## config.mk

```make
export PLATFORM = sky130hd
export DESIGN_NAME = regfile_write_ctrl
export DESIGN_NICKNAME = d
export VERILOG_FILES = /design/src/rtl/rf_ctrl_pkg.sv /design/src/rtl/rr_arbiter.sv /design/src/rtl/regfile_write_ctrl.sv
export SDC_FILE = /design/constraint.sdc
export NUM_CORES = 1
export LEC_CHECK = 0
export BUFFER_PORTS_ARGS = -buffer_cell sky130_fd_sc_hd__clkbuf_2
export CORE_MARGIN = 2
export CORE_UTILIZATION = 45
export CTS_CLUSTER_DIAMETER = 200
export CTS_CLUSTER_SIZE = 12
export DETAILED_ROUTE_END_ITERATION = 16
export GPL_ROUTABILITY_DRIVEN = 0
export PLACE_DENSITY = 0.87
export SLEW_MARGIN = 20
export SYNTH_ARGS = -nofsm -noshare
export SYNTH_HDL_FRONTEND = slang
export SYNTH_SLANG_ARGS = --single-unit
```

## constraint.sdc

```tcl
create_clock -name clk -period 6.26 [get_ports clk]
set_input_delay 0 -clock clk [delete_from_list [all_inputs] [get_ports clk]]
set_output_delay 0 -clock clk [all_outputs]
set_load 0.01 [all_outputs]
```

## src/rtl/rf_ctrl_pkg.sv

```systemverilog
// Shared types and constants for the register-file write-port controller.
package rf_ctrl_pkg;

    typedef enum logic {INIT, ARB} state_e;

    localparam int unsigned REG_COUNT = 32;
    localparam int unsigned ADDR_W    = 5;
    localparam int unsigned SP_REG    = 29;
    localparam int unsigned ZERO_REG  = 0;

    function automatic logic is_sp_reg(input logic [ADDR_W-1:0] a);
        return a == ADDR_W'(SP_REG);
    endfunction

    function automatic logic is_zero_reg(input logic [ADDR_W-1:0] a);
        return a == ADDR_W'(ZERO_REG);
    endfunction

endpackage

```

## src/rtl/rr_arbiter.sv

```systemverilog
// Round-robin arbiter: first requester at or after the priority pointer wins,
// and the pointer moves just past the winner on each grant.
module rr_arbiter #(
    parameter int unsigned NREQ = 4
) (
    input  logic            clk,
    input  logic            reset,
    input  logic [NREQ-1:0] req_i,
    input  logic            en_i,
    output logic [NREQ-1:0] gnt_o,
    output logic            upd_o
);

    localparam int unsigned PTR_W = (NREQ > 1) ? $clog2(NREQ) : 1;

    logic [PTR_W-1:0] ptr_q, ptr_d;

    always_comb begin
        int unsigned      idx;
        logic [PTR_W-1:0] sel;
        gnt_o = '0;
        upd_o = 1'b0;
        ptr_d = ptr_q;
        idx   = 0;
        sel   = '0;
        if (en_i) begin
            for (int unsigned k = 0; k < NREQ; k++) begin
                idx = 32'(ptr_q) + k;
                if (idx >= NREQ) idx = idx - NREQ;
                sel = PTR_W'(idx);
                if (!upd_o && req_i[sel]) begin
                    gnt_o[sel] = 1'b1;
                    upd_o      = 1'b1;
                    ptr_d      = (idx == NREQ - 1) ? '0 : PTR_W'(idx + 1);
                end
            end
        end
    end

    always_ff @(posedge clk or negedge reset) begin
        if (!reset) begin
            ptr_q <= '0;
        end else if (upd_o) begin
            ptr_q <= ptr_d;
        end
    end

endmodule

```

## src/rtl/regfile_write_ctrl.sv

```systemverilog
// Register-file write-port owner: optional reset-time init walk, then round-robin
// sharing between NREQ writeback requesters. Init walk enabled by RF_WRITE_CTRL_INIT_EN.
module regfile_write_ctrl
    import rf_ctrl_pkg::*;
#(
    parameter int unsigned N    = 32,
    parameter int unsigned NREQ = 4
`ifdef RF_WRITE_CTRL_INIT_EN
    ,
    parameter logic [N-1:0] SP_INIT = N'(252)
`endif
) (
    input  logic                   clk,
    input  logic                   reset,
    input  logic [NREQ-1:0]        req_valid_i,
    input  logic [NREQ*ADDR_W-1:0] req_rd_i,
    input  logic [NREQ*N-1:0]      req_data_i,
    output logic [NREQ-1:0]        req_ready_o,
    output logic                   Reg_Write_o,
    output logic [ADDR_W-1:0]      Write_Register_o,
    output logic [N-1:0]           Write_Data_o,
    output logic [NREQ-1:0]        grant_o,
    output logic                   init_done_o
);

    logic [NREQ-1:0]   gnt;
    logic              upd;
    logic              arb_en;
    logic [ADDR_W-1:0] sel_rd;
    logic [N-1:0]      sel_data;

    logic              we_d, we_q;
    logic [ADDR_W-1:0] waddr_d, waddr_q;
    logic [N-1:0]      wdata_d, wdata_q;
    logic [NREQ-1:0]   grant_d, grant_q;

    rr_arbiter #(.NREQ(NREQ)) u_arb (
        .clk   (clk),
        .reset (reset),
        .req_i (req_valid_i),
        .en_i  (arb_en),
        .gnt_o (gnt),
        .upd_o (upd)
    );

    // Ready is forced low while reset is held so no handshake completes in reset.
    assign req_ready_o = reset ? gnt : '0;

    // Route the winner's destination and data to the write port.
    always_comb begin
        sel_rd   = '0;
        sel_data = '0;
        for (int unsigned i = 0; i < NREQ; i++) begin
            if (gnt[i]) begin
                sel_rd   = req_rd_i[i*ADDR_W +: ADDR_W];
                sel_data = req_data_i[i*N +: N];
            end
        end
    end

`ifdef RF_WRITE_CTRL_INIT_EN
    state_e            state_q, state_d;
    logic [ADDR_W-1:0] cnt_q, cnt_d;
    logic              done_q, done_d;

    assign arb_en      = (state_q == ARB);
    assign init_done_o = done_q;

    always_ff @(posedge clk or negedge reset) begin
        if (!reset) begin
            state_q <= INIT;
            cnt_q   <= '0;
            done_q  <= 1'b0;
        end else begin
            state_q <= state_d;
            cnt_q   <= cnt_d;
            done_q  <= done_d;
        end
    end
`else
    assign arb_en      = 1'b1;
    assign init_done_o = 1'b1;
`endif

    // Next-state and write-port decision for this cycle.
    always_comb begin
        we_d    = 1'b0;
        waddr_d = '0;
        wdata_d = '0;
        grant_d = '0;
`ifdef RF_WRITE_CTRL_INIT_EN
        state_d = state_q;
        cnt_d   = cnt_q;
        done_d  = done_q;
        unique case (state_q)
            INIT: begin
                we_d    = 1'b1;
                waddr_d = cnt_q;
                wdata_d = is_sp_reg(cnt_q) ? SP_INIT : '0;
                cnt_d   = cnt_q + ADDR_W'(1);
                if (cnt_q == ADDR_W'(REG_COUNT - 1)) begin
                    state_d = ARB;
                    done_d  = 1'b1;
                end
            end
            ARB:     ;
            default: state_d = INIT;
        endcase
`endif
        // Accepted writes to r0 complete the handshake but never reach the file.
        if (upd) begin
            grant_d = gnt;
            we_d    = !is_zero_reg(sel_rd);
            waddr_d = sel_rd;
            wdata_d = sel_data;
        end
    end

    always_ff @(posedge clk or negedge reset) begin
        if (!reset) begin
            we_q    <= 1'b0;
            waddr_q <= '0;
            wdata_q <= '0;
            grant_q <= '0;
        end else begin
            we_q    <= we_d;
            waddr_q <= waddr_d;
            wdata_q <= wdata_d;
            grant_q <= grant_d;
        end
    end

    assign Reg_Write_o      = we_q;
    assign Write_Register_o = waddr_q;
    assign Write_Data_o     = wdata_q;
    assign grant_o          = grant_q;

endmodule

```

==> results.json <==
{
  "use_met2_pct": 56.16,
  "grt_pass1_vias": 3547,
  "ys_seq_area_share_pct": 39.11,
  "drt_iter0_drc": 224,
  "cts_tree": "done",
  "drt.antenna.violating_nets": 0,
  "ios": 201,
  "pwr-share-seq_pct": 20.9,
  "design_area_sq_mm": 0.004333,
  "postCtsSetupBuffers": 0,
  "portBuffers": 199,
  "timing.rr.start": "u_arb.ptr_q[0]$_DFFE_PN0P_",
  "syn-mean-instance-area_sq_um": 9.384,
  "drt-total-wl_um": 10870,
  "synth_seq_cells": 44,
  "fin_nets": 680,
  "finalNonFillerCells": 596,
  "crit_slowest_cell": "a221o_2",
  "rr_worst_depth": 11,
  "slew_headroom_pct": 36.61,
  "drive_above_1_share_pct": 42.61,
  "power_uw": 2408,
  "report.final.slew_viol_count": 0,
  "cp-start-kind": "flip-flop",
  "final_util_pct": 72.33,
  "fp.dieArea_sq_mm": 0.006905,
  "fin_skew_ns": 0.003618,
  "intPower_uw": 1294,
  "clk_pin_slew_ns": 0.08,
  "pwr-share-clk_pct": 8.9,
  "synth-edff-count": 0,
  "cts.sinks": 44,
  "path_max_fanout": 47,
  "hp-class": "in -> reg",
  "async_flop_share_pct": 100.0,
  "synthCells": 300,
  "core_area_sq_mm": 0.005991,
  "status": "finished, final reports clean",
  "tightest_slew_ns": 0.9509,
  "critPathKind": "reg -> reg",
  "diodes": 0,
  "maxCapViolCount": 0,
  "worstPathCellList": "inv_1 > ha_1 > or3b_1 > a2111o_1 > nand3_1 > a221o_2 > nor2b_1 > a22oi_1 > dlygate4sd3_1 > o31ai_1 > or4b_1",
  "period_minus_slack_ns": 5.102,
  "clockBufferDepth": 2,
  "ir_worst_vdd_mv": 0.3114,
  "min_from": "req_data_i[72]",
  "cp-startpoint": "u_arb.ptr_q[0]$_DFFE_PN0P_",
  "finalSetupViolCount": 0,
  "wl_per_cell_um": 18.23,
  "use_met1_pct": 33.86,
  "power_frac_comb_pct": 70.2,
  "grt_start_max_net_pins": 74,
  "fin_crit_sh_pct": 81.50,
  "crit_end": "Reg_Write_o$_DFF_PN0_",
  "htreeDepth": 2,
  "rsz0062_at_grt": "false",
  "synth.cell_area_sq_mm": 0.002815,
  "die_h_um": 83.10,
  "slowest_delay_ns": 0.85,
  "area_delta_synth_final_pct": 53.91,
  "drt_pass1_iterations": 5,
  "final_cell_mix": "199 x clkbuf_2, 44 x dfrtp_1, 43 x dlygate4sd3_1",
  "rows": 28,
  "cts_resized": 0,
  "timing.rr.end": "Reg_Write_o$_DFF_PN0_",
  "grt_pass1_wl_um": 17150,
  "synth.distinct_cells": 41,
  "antenna_found_initial": 0,
  "layout_commonest_cell": "clkbuf_2",
  "finalHoldViolCount": 0,
  "drc": 0,
  "yosys_warnings": 0,
  "placed_cells": 545,
  "synthFlopType": "dfrtp_1",
  "p_sw_uw": 1114,
  "cp.arrival_ns": 5.26,
  "cts-root-buf": "clkbuf_8",
  "start_util_pct": 46.99,
  "die_w_um": 83.10,
  "clock.fmax_mhz": 196.0,
  "viasPerCell": 5.888,
  "holdBufCountCts": 43,
  "critPathRequiredTime_ns": 6.42,
  "power_per_cell_area_mw_per_mm2": 555.7,
  "clk_latency_ns": 0.29,
  "endpoint_kind": "flip-flop",
  "track_usage_pct": 30.55,
  "num_vias": 3509,
  "p_sw_share_pct": 46.26,
  "overflow": 0,
  "grt_use_met3_pct": 7.256,
  "cts_buffers": 5,
  "placed_area_sq_mm": 0.003785,
  "dpl.hpwl_um": 7161,
  "fill_cells": 449,
  "globalRoute.busiestLayer": "met2",
  "setup_tns_ns": 0,
  "leakage_uw": 0.002144,
  "syn_nets": 460,
  "rrSetupSlack_ns": 1.16
}
-- critical path: cells and delay by family, from the launching register on --
family | cells | cell delay [ns]
buf+inv | 2 | 0.81
flops | 1 | 0.66
compound gates | 4 | 1.60
fa+ha+maj | 1 | 0.50
simple gates | 4 | 1.41
-- area by class of cell --
class	instances	area, sq um	share of cell area [%]
multi-input cells	218	1559	35.98
repair buffers	245	1449	33.44
inverters	6	22.52	0.5198
clock buffers	6	72.57	1.675
well taps	75	93.84	2.166
flip-flops and latches	44	1101	25.41
clock inverters	2	35.03	0.8085
-- sequential cells by signal (all words and copies together) (netlist names) --
register	cells
Write_Register_o	5
Write_Data_o	32
u_arb.ptr_q	2
Reg_Write_o	1
grant_o	4
-- routing by layer --
layer  up-vias  share of wire, %  wire length [um]
li1       1568                 -                 -
met1      1670                36              3949
met2       235                53              5709
met3        36               7.6               830
met4         0               3.5               377
met5         -                 0                 0
-- stage by stage --
step,hold slack [ns],setup WS (ns)
after floorplan,-0.2956,2.742
after global placement,0.1227,1.963
after detailed placement,0.1201,1.776
after CTS,0.0006724,1.289
after global routing,0.001806,0.8863
final,0.004755,1.158
-- kinds of logic (layout without fill, tap and decap cells) --
| kind of cell | count (synthesis) | in the layout | synth area share [%] |
|---|---|---|---|
| simple gates | 104 | 104 | 19.51 |
| compound gates | 98 | 98 | 27.91 |
| flops | 44 | 44 | 39.11 |
| buf+inv | 38 | 259 | 6.044 |
| mux | 8 | 8 | 4.311 |
| fa+ha+maj | 6 | 6 | 2.667 |
| other cells | 1 | 1 | 0.1332 |
| xor+xnor | 1 | 1 | 0.3112 |
-- cells in the mapped netlist, drive strengths merged (2+ instances only) --
library cell	number	share of area (%)
o21ai	4	0.71
a221o	4	1.4
a21oi	5	0.89
dfrtp	44	39
a211o	2	0.62
nand2b	3	0.67
o221a	3	1.2
nor3b	2	0.53
ha	6	2.7
or2	2	0.44
a22oi	6	1.6
buf	10	2.3
mux2i	2	0.71
o31ai	35	9.3
mux4	3	2.4
nand3	2	0.36
inv	6	0.80
nor2b	39	8.7
nor4	2	0.44
a221oi	32	10
a22o	2	0.62
nand2	36	4.8
and2	6	1.3
nor2	7	0.93
clkbuf	22	2.9
mux2	3	1.2
-- worst min-delay path by stage --
stage / cells past startpoint / end / slack, ns
after detailed placement: 2 / Write_Data_o[20]$_DFF_PN0_ / 0.12
after floorplan: 0 / Reg_Write_o$_DFF_PN0_ / -0.30
after global placement: 2 / Write_Data_o[20]$_DFF_PN0_ / 0.12
final: 3 / Write_Data_o[8]$_DFF_PN0_ / 0.005
after CTS: 3 / Write_Data_o[3]$_DFF_PN0_ / 0.0007
after global routing: 3 / Write_Data_o[24]$_DFF_PN0_ / 0.002
-- power groups by stage --
| stage | registers, uW | logic [uW] | clock network [uW] |
|---|---|---|---|
| global route | 514 | 1830 | 231 |
| global placement | 499 | 1490 | 0 |
| floorplan | 546 | 1110 | 0 |
| CTS | 497 | 1660 | 219 |
| detailed placement | 503 | 1560 | 0 |
| finish | 502 | 1690 | 215 |
Power figures use the tool's default switching activity.
